### src/rtl/esc_cmd_sequencer_pkg.sv
// Shared types and constants for the ESC command sequencer.
package esc_pkg;

   localparam int NUM_MOTORS = 4;
   localparam int SPEED_W    = 11;

   // Sequencer phases: wait for frame, slew one motor per cycle, strobe ESCs
   typedef enum logic [1:0] {
      IDLE = 2'd0,
      SLEW = 2'd1,
      WRT  = 2'd2
   } state_t;

   typedef logic [1:0] motor_idx_t;

   // Motor slots, also the order in which they are slewed
   localparam motor_idx_t MOTOR_FRNT = 2'd0;
   localparam motor_idx_t MOTOR_BCK  = 2'd1;
   localparam motor_idx_t MOTOR_LFT  = 2'd2;
   localparam motor_idx_t MOTOR_RGHT = 2'd3;

endpackage

### src/rtl/esc_cmd_sequencer_slew_step.sv
// Combinational rate limiter: moves cur toward tgt by at most step.
module slew_step
   import esc_pkg::*;
(
   input  logic [SPEED_W-1:0] cur,
   input  logic [SPEED_W-1:0] tgt,
   input  logic [SPEED_W-1:0] step,
   output logic [SPEED_W-1:0] nxt
);

   logic [SPEED_W:0] up_lim;
   logic [SPEED_W:0] dn_lim;

   // Compare in one extra bit so cur+step and tgt+step cannot wrap; the chosen
   // result is computed at native width because it is then known to be in range
   always_comb begin
      up_lim = {1'b0, cur} + {1'b0, step};
      dn_lim = {1'b0, tgt} + {1'b0, step};
      nxt    = tgt;
      if ({1'b0, tgt} > up_lim) begin
         nxt = cur + step;
      end else if (dn_lim < {1'b0, cur}) begin
         nxt = cur - step;
      end
   end

endmodule

### src/rtl/esc_cmd_sequencer.sv
// Frame-synchronous, rate-limited SPEED sequencer for four ESC PWM interfaces.
module esc_cmd_sequencer
   import esc_pkg::*;
#(
   parameter int                 FRAME_CNT_W = 20,
   parameter logic [SPEED_W-1:0] SLEW_STEP   = 11'd64
) (
   input  logic               clk,
   input  logic               rst,
   input  logic               cmd_vld,
   input  logic [SPEED_W-1:0] frnt_cmd,
   input  logic [SPEED_W-1:0] bck_cmd,
   input  logic [SPEED_W-1:0] lft_cmd,
   input  logic [SPEED_W-1:0] rght_cmd,
   input  logic               motors_off,
   output logic [SPEED_W-1:0] frnt_spd,
   output logic [SPEED_W-1:0] bck_spd,
   output logic [SPEED_W-1:0] lft_spd,
   output logic [SPEED_W-1:0] rght_spd,
   output logic               wrt
);

   state_t                   state_q, state_d;
   motor_idx_t               idx_q, idx_d;
   logic [FRAME_CNT_W-1:0]   cnt_q, cnt_d;
   logic                     moff_q, moff_d;
   logic [SPEED_W-1:0]       tgt_q  [NUM_MOTORS];
   logic [SPEED_W-1:0]       tgt_d  [NUM_MOTORS];
   logic [SPEED_W-1:0]       snap_q [NUM_MOTORS];
   logic [SPEED_W-1:0]       snap_d [NUM_MOTORS];
   logic [SPEED_W-1:0]       spd_q  [NUM_MOTORS];
   logic [SPEED_W-1:0]       spd_d  [NUM_MOTORS];
   logic [SPEED_W-1:0]       step_cur;
   logic [SPEED_W-1:0]       step_tgt;
   logic [SPEED_W-1:0]       step_nxt;

   // One limiter serves all motors; the slew index picks which one this cycle
   assign step_cur = spd_q[idx_q];
   assign step_tgt = snap_q[idx_q];

   slew_step u_slew_step (
      .cur  (step_cur),
      .tgt  (step_tgt),
      .step (SLEW_STEP),
      .nxt  (step_nxt)
   );

   assign frnt_spd = spd_q[MOTOR_FRNT];
   assign bck_spd  = spd_q[MOTOR_BCK];
   assign lft_spd  = spd_q[MOTOR_LFT];
   assign rght_spd = spd_q[MOTOR_RGHT];
   assign wrt      = (state_q == WRT);

   // Next-state: target capture, frame FSM, and the motors_off override last
   // so it beats both a same-cycle command and any in-flight slew
   always_comb begin
      state_d = state_q;
      idx_d   = idx_q;
      cnt_d   = cnt_q + FRAME_CNT_W'(1);
      moff_d  = motors_off;
      tgt_d   = tgt_q;
      snap_d  = snap_q;
      spd_d   = spd_q;

      if (cmd_vld) begin
         tgt_d[MOTOR_FRNT] = frnt_cmd;
         tgt_d[MOTOR_BCK]  = bck_cmd;
         tgt_d[MOTOR_LFT]  = lft_cmd;
         tgt_d[MOTOR_RGHT] = rght_cmd;
      end

      case (state_q)
         IDLE: begin
            if (cnt_q == {FRAME_CNT_W{1'b1}}) begin
               state_d = SLEW;
               idx_d   = MOTOR_FRNT;
               snap_d  = tgt_q;
            end
         end
         SLEW: begin
            spd_d[idx_q] = step_nxt;
            if (idx_q == MOTOR_RGHT) begin
               state_d = WRT;
            end else begin
               idx_d = idx_q + 2'd1;
            end
         end
         WRT:     state_d = IDLE;
         default: state_d = IDLE;
      endcase

      if (motors_off) begin
         for (int i = 0; i < NUM_MOTORS; i++) begin
            tgt_d[i]  = '0;
            snap_d[i] = '0;
            spd_d[i]  = '0;
         end
         if (!moff_q) begin
            state_d = WRT;
            idx_d   = MOTOR_FRNT;
            cnt_d   = '0;
         end
      end
   end

   // State, counter and all speed registers; async reset kills any frame in flight
   always_ff @(posedge clk or posedge rst) begin
      if (rst) begin
         state_q <= IDLE;
         idx_q   <= MOTOR_FRNT;
         cnt_q   <= '0;
         moff_q  <= 1'b0;
         for (int i = 0; i < NUM_MOTORS; i++) begin
            tgt_q[i]  <= '0;
            snap_q[i] <= '0;
            spd_q[i]  <= '0;
         end
      end else begin
         state_q <= state_d;
         idx_q   <= idx_d;
         cnt_q   <= cnt_d;
         moff_q  <= moff_d;
         for (int i = 0; i < NUM_MOTORS; i++) begin
            tgt_q[i]  <= tgt_d[i];
            snap_q[i] <= snap_d[i];
            spd_q[i]  <= spd_d[i];
         end
      end
   end

endmodule

### config.mk
export PLATFORM = sky130hd
export DESIGN_NAME = esc_cmd_sequencer
export DESIGN_NICKNAME = d
export VERILOG_FILES = /design/src/rtl/esc_cmd_sequencer_pkg.sv /design/src/rtl/esc_cmd_sequencer_slew_step.sv /design/src/rtl/esc_cmd_sequencer.sv
export SDC_FILE = /design/constraint.sdc
export NUM_CORES = 1
export LEC_CHECK = 0
export ABC_CLOCK_PERIOD_IN_PS = 10700
export CAP_MARGIN = 10
export CORE_ASPECT_RATIO = 1.5
export CORE_UTILIZATION = 64
export CTS_BUF_LIST = sky130_fd_sc_hd__clkbuf_4 sky130_fd_sc_hd__clkbuf_8
export DETAILED_ROUTE_END_ITERATION = 10
export PLACE_DENSITY = 0.88
export SLEW_MARGIN = 40
export SYNTH_ARGS = -nofsm -noshare
export SYNTH_HDL_FRONTEND = slang
export SYNTH_HIERARCHICAL = 1
export SYNTH_SLANG_ARGS = --single-unit
### constraint.sdc
create_clock -name clk -period 10.7 [get_ports clk]
set_input_delay 2.14 -clock clk [delete_from_list [all_inputs] [get_ports clk]]
set_output_delay 2.14 -clock clk [all_outputs]
set_load 0.01 [all_outputs]
Yosys cells after proc, flatten, opt, wreduce, memory -nomap -nowiden --
Index checks and enable logic that the tools add are counted. Widths: inputs -> output; s select.
Storage, ports and cells: register bits after elaboration 157, bits of input ports 48, output and inout port bits 45, logic and storage cells 68
Operators by class: $add $sub $neg 6, $lt $le $gt $ge 4, eq/ne operators 4, multiplexer cells 30, bitwise logic cells 1, reduce and logical (&&, ||, !) cells 7
Operator list (count):
- $mux 44 | 7
- $mux 11 | 7
- $bmux 11 s2 | 2
- $bwmux 44 | 1
- $mux 20 | 2
- $add 11x7->12 const B | 2
- $demux 11 s2 | 1
- $add 20x1->20 const B | 1
- $eq 20x20->1 const B | 1
- $mux 2 | 8
- $gt 11x12->1 | 1
- $lt 12x11->1 | 1
- $add 11x7->11 const B | 1
- $sub 11x7->11 const B | 1
- $pmux 2 s2 | 2
- $reduce_bool 2->1 | 4
- $eq 2x2->1 const B | 2
- $ge 3x3->1 const B | 1
- $lt 3x1->1 const B | 1
- $not 2->3 | 1
- $add 2x1->2 const B | 1
- $eq 2x1->1 const B | 1
- $logic_not 2->1 | 1
- $reduce_and 2->1 | 1
- $logic_and 1x1->1 | 1

Longest topological paths before layout --
Gate-level depths: netlist of run 1.
depth in word-level cells 11, mapped depth 23, mapped depth without buffers 20

Modules after synthesis --
The synthesis of run 1 kept the hierarchy.
Modules (own cells, without submodules):
- esc_cmd_sequencer | instances 1, cells an instance 693, area each 7166.9 sq um, seq. area each 3928.8 sq um
- slew_step | instances 1, cells an instance 288, area each 2194.6 sq um, seq. area each 0.0 sq um

Worst setup path before layout of run 1 --
Ideal clock, no wire load.
path type register to register, start register idx_q[0], end register spd_q (netlist bit frnt_spd[8]), library setup time 0.078 ns, arrival 4.627 ns, required time 10.622 ns, path slack 5.995 ns, stages on the path, launching flop included 21, buffers on the path 3, clock period less this slack 4.705 ns, cell sequence dfrtp_1 buf_2 buf_2 mux4_2 ha_1 nor2_1 a221oi_2 a2111oi_2 nor2_1 xnor2_1 ha_1 nand2_1 nor3_1 a211o_1 a31oi_2 and2_4 buf_6 o311ai_1 a2bb2oi_1 nand2_1 a21oi_1
Between the ends: elaborated cells on any way between the ends 23, those cells by class 4 x add/sub; 4 x order compare; 13 x mux; 1 x bitwise; 1 x reduce/logical
RTL lines:
- start: declaration | RTL line esc_cmd_sequencer.sv:24 | motor_idx_t idx_q, idx_d;
- start signal: assignment | RTL line esc_cmd_sequencer.sv:120 | idx_q <= idx_d;
- $not 2->3 (not written as such) * | RTL line esc_cmd_sequencer.sv:38 | assign step_cur = spd_q[idx_q];
- $bmux 11 s2 * | RTL line esc_cmd_sequencer.sv:38
- $mux 11 (not written as such) * (2 in a row) | RTL line esc_cmd_sequencer.sv:38
- named net step_cur[6] | RTL line esc_cmd_sequencer.sv:33 | logic [SPEED_W-1:0] step_cur;
- $add 11x7->12, or another cell as far along | RTL line esc_cmd_sequencer_slew_step.sv:17 | up_lim = {1'b0, cur} + {1'b0, step};
- $gt 11x12->1 / $mux 11 (equally long branches) | RTL line esc_cmd_sequencer_slew_step.sv:20, esc_cmd_sequencer_slew_step.sv:22
- $mux 11 * | RTL line esc_cmd_sequencer_slew_step.sv:20 | if ({1'b0, tgt} > up_lim) begin
- named net step_nxt[8] | RTL line esc_cmd_sequencer.sv:35 | logic [SPEED_W-1:0] step_nxt;
- $bwmux 44 * | RTL line esc_cmd_sequencer.sv:81 | spd_d[idx_q] = step_nxt;
- $mux 44 * | RTL line esc_cmd_sequencer.sv:72 | case (state_q)
- $mux 44 * | RTL line esc_cmd_sequencer.sv:92 | if (motors_off) begin
- end signal: indexed assignment | RTL line esc_cmd_sequencer.sv:126 | spd_q[i] <= spd_d[i];
- end: declaration | RTL line esc_cmd_sequencer.sv:31 | logic [SPEED_W-1:0] spd_q [NUM_MOTORS];
The timed path passes the listed nets; every way through them passes the cells marked *. The select of a mux whose other input is x is not followed. A chain may end at the register's enable or synchronous reset.

Final worst setup path of run 1 --
start register idx_q[0], end register spd_q (netlist bit rght_spd[0])
Between the ends: elaborated cells on any way between the ends 23, those cells by class 4 x add/sub; 4 x order compare; 13 x mux; 1 x bitwise; 1 x reduce/logical
RTL lines (RTL line):
- $not 2->3 (not written as such) * | esc_cmd_sequencer.sv:38
- $bmux 11 s2 * | esc_cmd_sequencer.sv:38
- $mux 11 (not written as such) * (2 in a row) | esc_cmd_sequencer.sv:38
- named net step_cur[5] | esc_cmd_sequencer.sv:33
- $add 11x7->12 / $lt 12x11->1 (equally long branches) | esc_cmd_sequencer_slew_step.sv:17, esc_cmd_sequencer_slew_step.sv:22
- $gt 11x12->1 / $mux 11 (equally long branches) | esc_cmd_sequencer_slew_step.sv:20, esc_cmd_sequencer_slew_step.sv:22
- $mux 11 * | esc_cmd_sequencer_slew_step.sv:20
- named net step_nxt[0] | esc_cmd_sequencer.sv:35
- $bwmux 44 * | esc_cmd_sequencer.sv:81
- $mux 44 * | esc_cmd_sequencer.sv:72
- $mux 44 * | esc_cmd_sequencer.sv:92
Marked as above.

==> flow_summary.toml, run 1 <==
[clock_tree]
cts_resized = 0
hold_buffers = 0
clock-sinks = 157
cts_root_buf = "clkbuf_8"
clk_pin_slew_ns = 0.10
h-tree-depth = 4
cts_made_buffers = 17
tritoncts = "built"
clk_latency_ns = 0.45
post-cts-setup-buffers = 0
clock_path_buffers = 2

[sta]
finalSetupViolCount = 0
max_freq_mhz = 180.9
clock_skew_ns = 0.02053
slew_headroom_pct = 46.77
min_period_over_period_pct = 51.66
fin_crit_ns = 5.528
grt_setup_unrepaired = "false"
tightestPinTransition_ns = 0.7984
finalHoldViolCount = 0
setup_ws_ns = 5.172
maxSlewViolCount = 0
tns_ns = 0

[layout]
drive_gt1_share_pct = 8.287
antenna_cells = 0
nets = 1178
fillCellCount = 949
layout_commonest_cell = "dfrtp_1"
areaGrowthSynthToFinish_pct = 15.50
design_area_sq_mm = 0.01081
layout_common_cells = "dfrtp_1, a21oi_1, nand2_1, nor2_1, clkdlybuf4s50_1"

[critical_path]
worst-path-buf-inv = 1
crit_arrival_ns = 5.89
worst_path_max_delay_cell = "dfrtp_1"
path_cells = "buf_4, mux4_2, ha_1, nand2b_1, o221a_2, o22ai_1, o31ai_1, xnor2_1, ha_1, o21ai_0, a211o_1, a31oi_2, nand2_2, nand2_1, mux2i_1, nand2_1, a21oi_1"
cp_max_fo = 16
critPathLaunchType = "flop"
crit_path_end_kind = "flop"
cp_slowest_stage_delay_ns = 0.78
cpLargestDelayFamily = "compound AO/OA/AOI/OAI gates"
path_class = "flop to flop"
reg2reg_slack_ns = 5.17
critPathRequiredTime_ns = 11.07

[power]
totalPowerFinal_w = 0.001187
p_leak_nw = 4.665
peakVddDrop_uv = 143.3
power_density_mw_per_mm2 = 109.8

[synth]
ys.flop_type = "dfrtp_1"
synthAdderAreaFrac_pct = 7.859
synth_seq_cells = 157
synth-async-reset-ratio_pct = 100.0
syn_area_sq_mm = 0.009361
synthTopCellsByArea = "dfrtp_1, ha_1, a21oi_1"
synth_top_family_by_area = "simple AND/OR/NAND/NOR gates"
ys_seq_area_share_pct = 41.97
yosys.area_share.simple_pct = 16.07
synth.distinct_cells = 65
synth_top_area_share_pct = 41.97
yosys-mux-area-fraction_pct = 11.17
syn_area_per_cell_sq_um = 9.543
synth_xor_area_share_pct = 2.994
yosysTopAreaCell = "dfrtp_1"
yosysWarnings = 6
synth_compound_gate_area_share_pct = 14.86
synthCells = 981
synth-edff-count = 0

[status]
outcome = "complete, no violations"

[drt]
avgRoutedWirePerCell_um = 19.22
drt_iter0_markers = 680
routed_wl_mm = 24.57
firstDrtPassIters = 5
avgViaCountPerCell = 6.207
vias = 7933
postRouteAntennaNets = 0
drc = 0

[global_route]
grt_overflow = 0
top_usage_layer = "met2"
grt_max_degree = 92
grt_pass1_wl_mm = 39.39
grtUsageMet1_pct = 39.01
use_met3_pct = 5.339
antenna_found_initial = 0
met2_usage_pct = 58.84
first_global_vias = 7867
grt_usage_pct = 34.33

[placement]
dp_hpwl_mm = 17.46
dp_slack_ns = 5.287
io_buffers = 92
routabilityCongestion = 0.9739
place_area_sq_mm = 0.01041

[hold_path]
hold_class = "flop to flop"

[floorplanning]
core-area_sq_mm = 0.01412
start_util_pct = 66.28
die_area_sq_mm = 0.01513
fp.dieW_um = 100.8
rows = 53
num_io_pins = 93
die_height_um = 150.1

[flow_run]
timing.max_cap.violations = 0
[metal layers]
layer,share of wire [%],vias up
met4,7.3,0
met3,6.3,121
met2,51,399
met5,0,-
li1,-,3630
met1,35,3783
[cell usage after synthesis (9+ instances only)]
cell	number
or3_1	9
o21ai_1	40
o21ai_0	22
clkbuf_1	29
xnor2_1	29
a21oi_1	114
ha_1	54
nor2b_1	9
nor3_1	9
nand3_1	57
mux2i_1	55
mux4_2	22
dfrtp_1	157
inv_1	38
buf_2	17
nor2_1	91
nand2_1	104
[cells by family after synthesis]
family / Yosys count
AOI/OAI and AO/OA: 234
DFF: 157
muxes: 77
adders and majority gates: 57
xor gates and xnor gates: 32
other: 2
buffers and inverters: 101
and+or+nand+nor: 321
[report_power, final]
| part | internal, W | switching (W) | total [W] |
|---|---|---|---|
| sequential | 0.000608 | 0.0000124 | 0.000621 |
| combinational | 0.0000495 | 0.0000657 | 0.000115 |
| clock | 0.000218 | 0.000234 | 0.000452 |
| total | 0.000876 | 0.000312 | 0.00119 |
[flip-flops by register name (all words and copies together), names as in the netlist]
| name | count |
|---|---|
| cnt_q | 20 |
| moff_q | 1 |
| rght_spd | 11 |
| frnt_spd | 11 |
| snap_q | 44 |
| tgt_q | 44 |
| lft_spd | 11 |
| bck_spd | 11 |
| idx_q | 2 |
| state_q | 2 |
[final timing paths]
kind / startpoint / depth (start not counted) / endpoint
min in group asynchronous: rst / 2 / cnt_q[14]$_DFF_PP0_
hold reg to reg: cnt_q[0]$_DFF_PP0_ / 1 / cnt_q[0]$_DFF_PP0_
setup / recovery: idx_q[0]$_DFF_PP0_ / 17 / rght_spd[0]$_DFFE_PP0P_
setup reg to reg: idx_q[0]$_DFF_PP0_ / 17 / rght_spd[0]$_DFFE_PP0P_
hold / removal: cnt_q[0]$_DFF_PP0_ / 1 / cnt_q[0]$_DFF_PP0_
max in group asynchronous: rst / 3 / snap_q[30]$_DFFE_PP0P_
[worst register-to-register path, delay by kind of cell (launching register included)]
| family | cells | cell delay, ns |
|---|---|---|
| compound gates | 7 | 1.64 |
| mux | 2 | 0.97 |
| flops | 1 | 0.78 |
| fa+ha+maj | 2 | 0.77 |
| simple gates | 4 | 0.69 |
| buf+inv | 1 | 0.44 |
| xor+xnor | 1 | 0.16 |
[per-stage QoR]
stage / hold slack (ns) / cells / utilization, %
floorplan: 0.4547 / 1013 / -
global placement: 0.4761 / 1246 / 73.66
detailed placement: 0.4803 / 1246 / 73.69
CTS: 0.4952 / 1278 / 76.53
global route: 0.5222 / 1278 / 76.55
finish: 0.4890 / 1278 / 76.55
[final cells by class]
type	count	area (sq um)	area share, %
clock buffers	19	249.0	2.303
clock inverters	13	152.6	1.412
inverters	38	147.6	1.365
multi-input cells	755	5085	47.03
flip-flops and latches	157	3929	36.33
well taps	192	240.2	2.222
repair buffers	104	1010	9.338
Note: power is estimated with default switching activity, not from simulation.
==> run 2, diff against run 1 <==
--- a/config.mk
+++ b/config.mk
@@ -5,13 +5,13 @@
 export SDC_FILE = /design/constraint.sdc
 export NUM_CORES = 1
 export LEC_CHECK = 0
-export ABC_CLOCK_PERIOD_IN_PS = 10700
+export ABC_CLOCK_PERIOD_IN_PS = 5400
 export CAP_MARGIN = 10
 export CORE_ASPECT_RATIO = 1.5
-export CORE_UTILIZATION = 64
+export CORE_UTILIZATION = 60
 export CTS_BUF_LIST = sky130_fd_sc_hd__clkbuf_4 sky130_fd_sc_hd__clkbuf_8
 export DETAILED_ROUTE_END_ITERATION = 10
-export PLACE_DENSITY = 0.88
+export PLACE_DENSITY = 0.83
 export SLEW_MARGIN = 40
 export SYNTH_ARGS = -nofsm -noshare
 export SYNTH_HDL_FRONTEND = slang
==> constraint.sdc (replaced) <==
create_clock -name clk -period 5.4 [get_ports clk]
set_input_delay 1.08 -clock clk [delete_from_list [all_inputs] [get_ports clk]]
set_output_delay 1.08 -clock clk [all_outputs]
set_load 0.01 [all_outputs]
==> flow_summary.toml, run 2 (synthesis results as in run 1) <==
[placement]
io_buffers = 92
place_area_sq_mm = 0.01042
dp_slack_ns = 0.4279
dp_hpwl_mm = 16.95
routabilityCongestion = 0.9264

[layout]
design_area_sq_mm = 0.01085
layout_common_cells = "dfrtp_1, a21oi_1, nand2_1, nor2_1, clkdlybuf4s50_1"
layout_commonest_cell = "dfrtp_1"
reg_top3 = "snap_q x44, tgt_q x44, cnt_q x20"
areaGrowthSynthToFinish_pct = 15.85
antenna_cells = 0
drive_gt1_share_pct = 8.295
fillCellCount = 1148
utilization_pct = 71.64
nets = 1178

[drt]
avgViaCountPerCell = 6.048
firstDrtPassIters = 7
vias = 7766
drt_iter0_markers = 592
postRouteAntennaNets = 0
routed_wl_mm = 24.02
drc = 0
avgRoutedWirePerCell_um = 18.70

[critical_path]
critPathRequiredTime_ns = 5.77
cp_max_fo = 25
crit_path_end_kind = "flop"
path_class = "flop to flop"
reg2reg_slack_ns = 0.36
critPathLaunchType = "flop"
crit_arrival_ns = 5.41

[clock_tree]
h-tree-depth = 4
cts_root_buf = "clkbuf_8"
hold_buffers = 0
clock-sinks = 157
clk_latency_ns = 0.45
cts_resized = 0
clk_pin_slew_ns = 0.10
clock_path_buffers = 2
post-cts-setup-buffers = 0
cts_made_buffers = 17
tritoncts = "built"

[global_route]
first_global_vias = 7628
grt_usage_pct = 30.66
grt_pass1_wl_mm = 38.67
grt_max_degree = 104
antenna_found_initial = 0
grt_overflow = 0

[status]
outcome = "complete, no violations"

[floorplanning]
die_area_sq_mm = 0.01612
fp.dieW_um = 104.0
die_height_um = 155.0
core-area_sq_mm = 0.01514
num_io_pins = 93
start_util_pct = 61.83
rows = 55

[sta]
setup_ws_ns = 0.3595
max_freq_mhz = 198.4
finalHoldViolCount = 0
slew_headroom_pct = 50.16
maxSlewViolCount = 0
finalSetupViolCount = 0
fin_crit_ns = 5.041
min_period_over_period_pct = 93.34
tns_ns = 0
grt_setup_unrepaired = "false"
tightestPinTransition_ns = 0.7475
clock_skew_ns = 0.01865

[power]
peakVddDrop_uv = 227.3
power_density_mw_per_mm2 = 221.4
p_leak_nw = 4.665

[hold_path]
hold_class = "flop to flop"

[flow_run]
timing.max_cap.violations = 0
==> run 2: final timing paths <==
path / startpoint / to / depth (start not counted)
setup / recovery: idx_q[0]$_DFF_PP0_ / frnt_spd[4]$_DFFE_PP0P_ / 17
hold / removal: cnt_q[0]$_DFF_PP0_ / cnt_q[0]$_DFF_PP0_ / 1
setup reg to reg: idx_q[0]$_DFF_PP0_ / frnt_spd[4]$_DFFE_PP0P_ / 17
hold reg to reg: cnt_q[0]$_DFF_PP0_ / cnt_q[0]$_DFF_PP0_ / 1
max in group asynchronous: rst / state_q[0]$_DFF_PP0_ / 3
min in group asynchronous: rst / snap_q[10]$_DFFE_PP0P_ / 2
==> run 2: layout make-up <==
class	instances	area (sq um)	area share, %
clock inverters	14	183.9	1.696
multi-input cells	755	5096	46.99
well taps	199	249.0	2.296
flip-flops and latches	157	3929	36.23
inverters	38	150.1	1.384
repair buffers	104	1003	9.252
clock buffers	17	234.0	2.157
==> run 2: report_power, final <==
part	total, W	internal, W	switching [W]
combinational	0.000230	0.0000985	0.000131
clock	0.000941	0.000466	0.000476
sequential	0.00123	0.00120	0.0000249
==> run 2: worst max-delay path: stages (launching register included) <==
cell       delay (ns)
dfrtp_1          0.55
buf_4            0.45
mux4_2           0.66
ha_1             0.37
inv_1            0.15
nor3_1           0.07
a2111oi_0        0.39
o211ai_1         0.16
ha_1             0.21
nor2_1           0.12
nand2_1          0.06
a21oi_1          0.11
a32oi_1          0.11
a311o_2          0.53
mux2i_1          0.17
mux2i_1          0.55
nand2_1          0.11
a21oi_1          0.18
==> run 2: metrics by stage <==
step / instances / power (W) / hold slack [ns]
2_1_floorplan: 1013 / 0.001403 / 0.4547
3_3_place_gp: 1253 / 0.001474 / 0.4808
3_5_place_dp: 1253 / 0.001480 / 0.4947
4_1_cts: 1284 / 0.002411 / 0.5112
5_1_grt: 1284 / 0.002485 / 0.5408
6_report: 1284 / 0.002401 / 0.5043
==> run 2: layer usage <==
metal	GRT usage (%)	wire length, um	up-vias
li1	-	-	3628
met1	35.54	9131	3747
met2	53.59	12370	296
met3	4.734	1076	95
met4	18.50	1441	0
met5	0	0	-
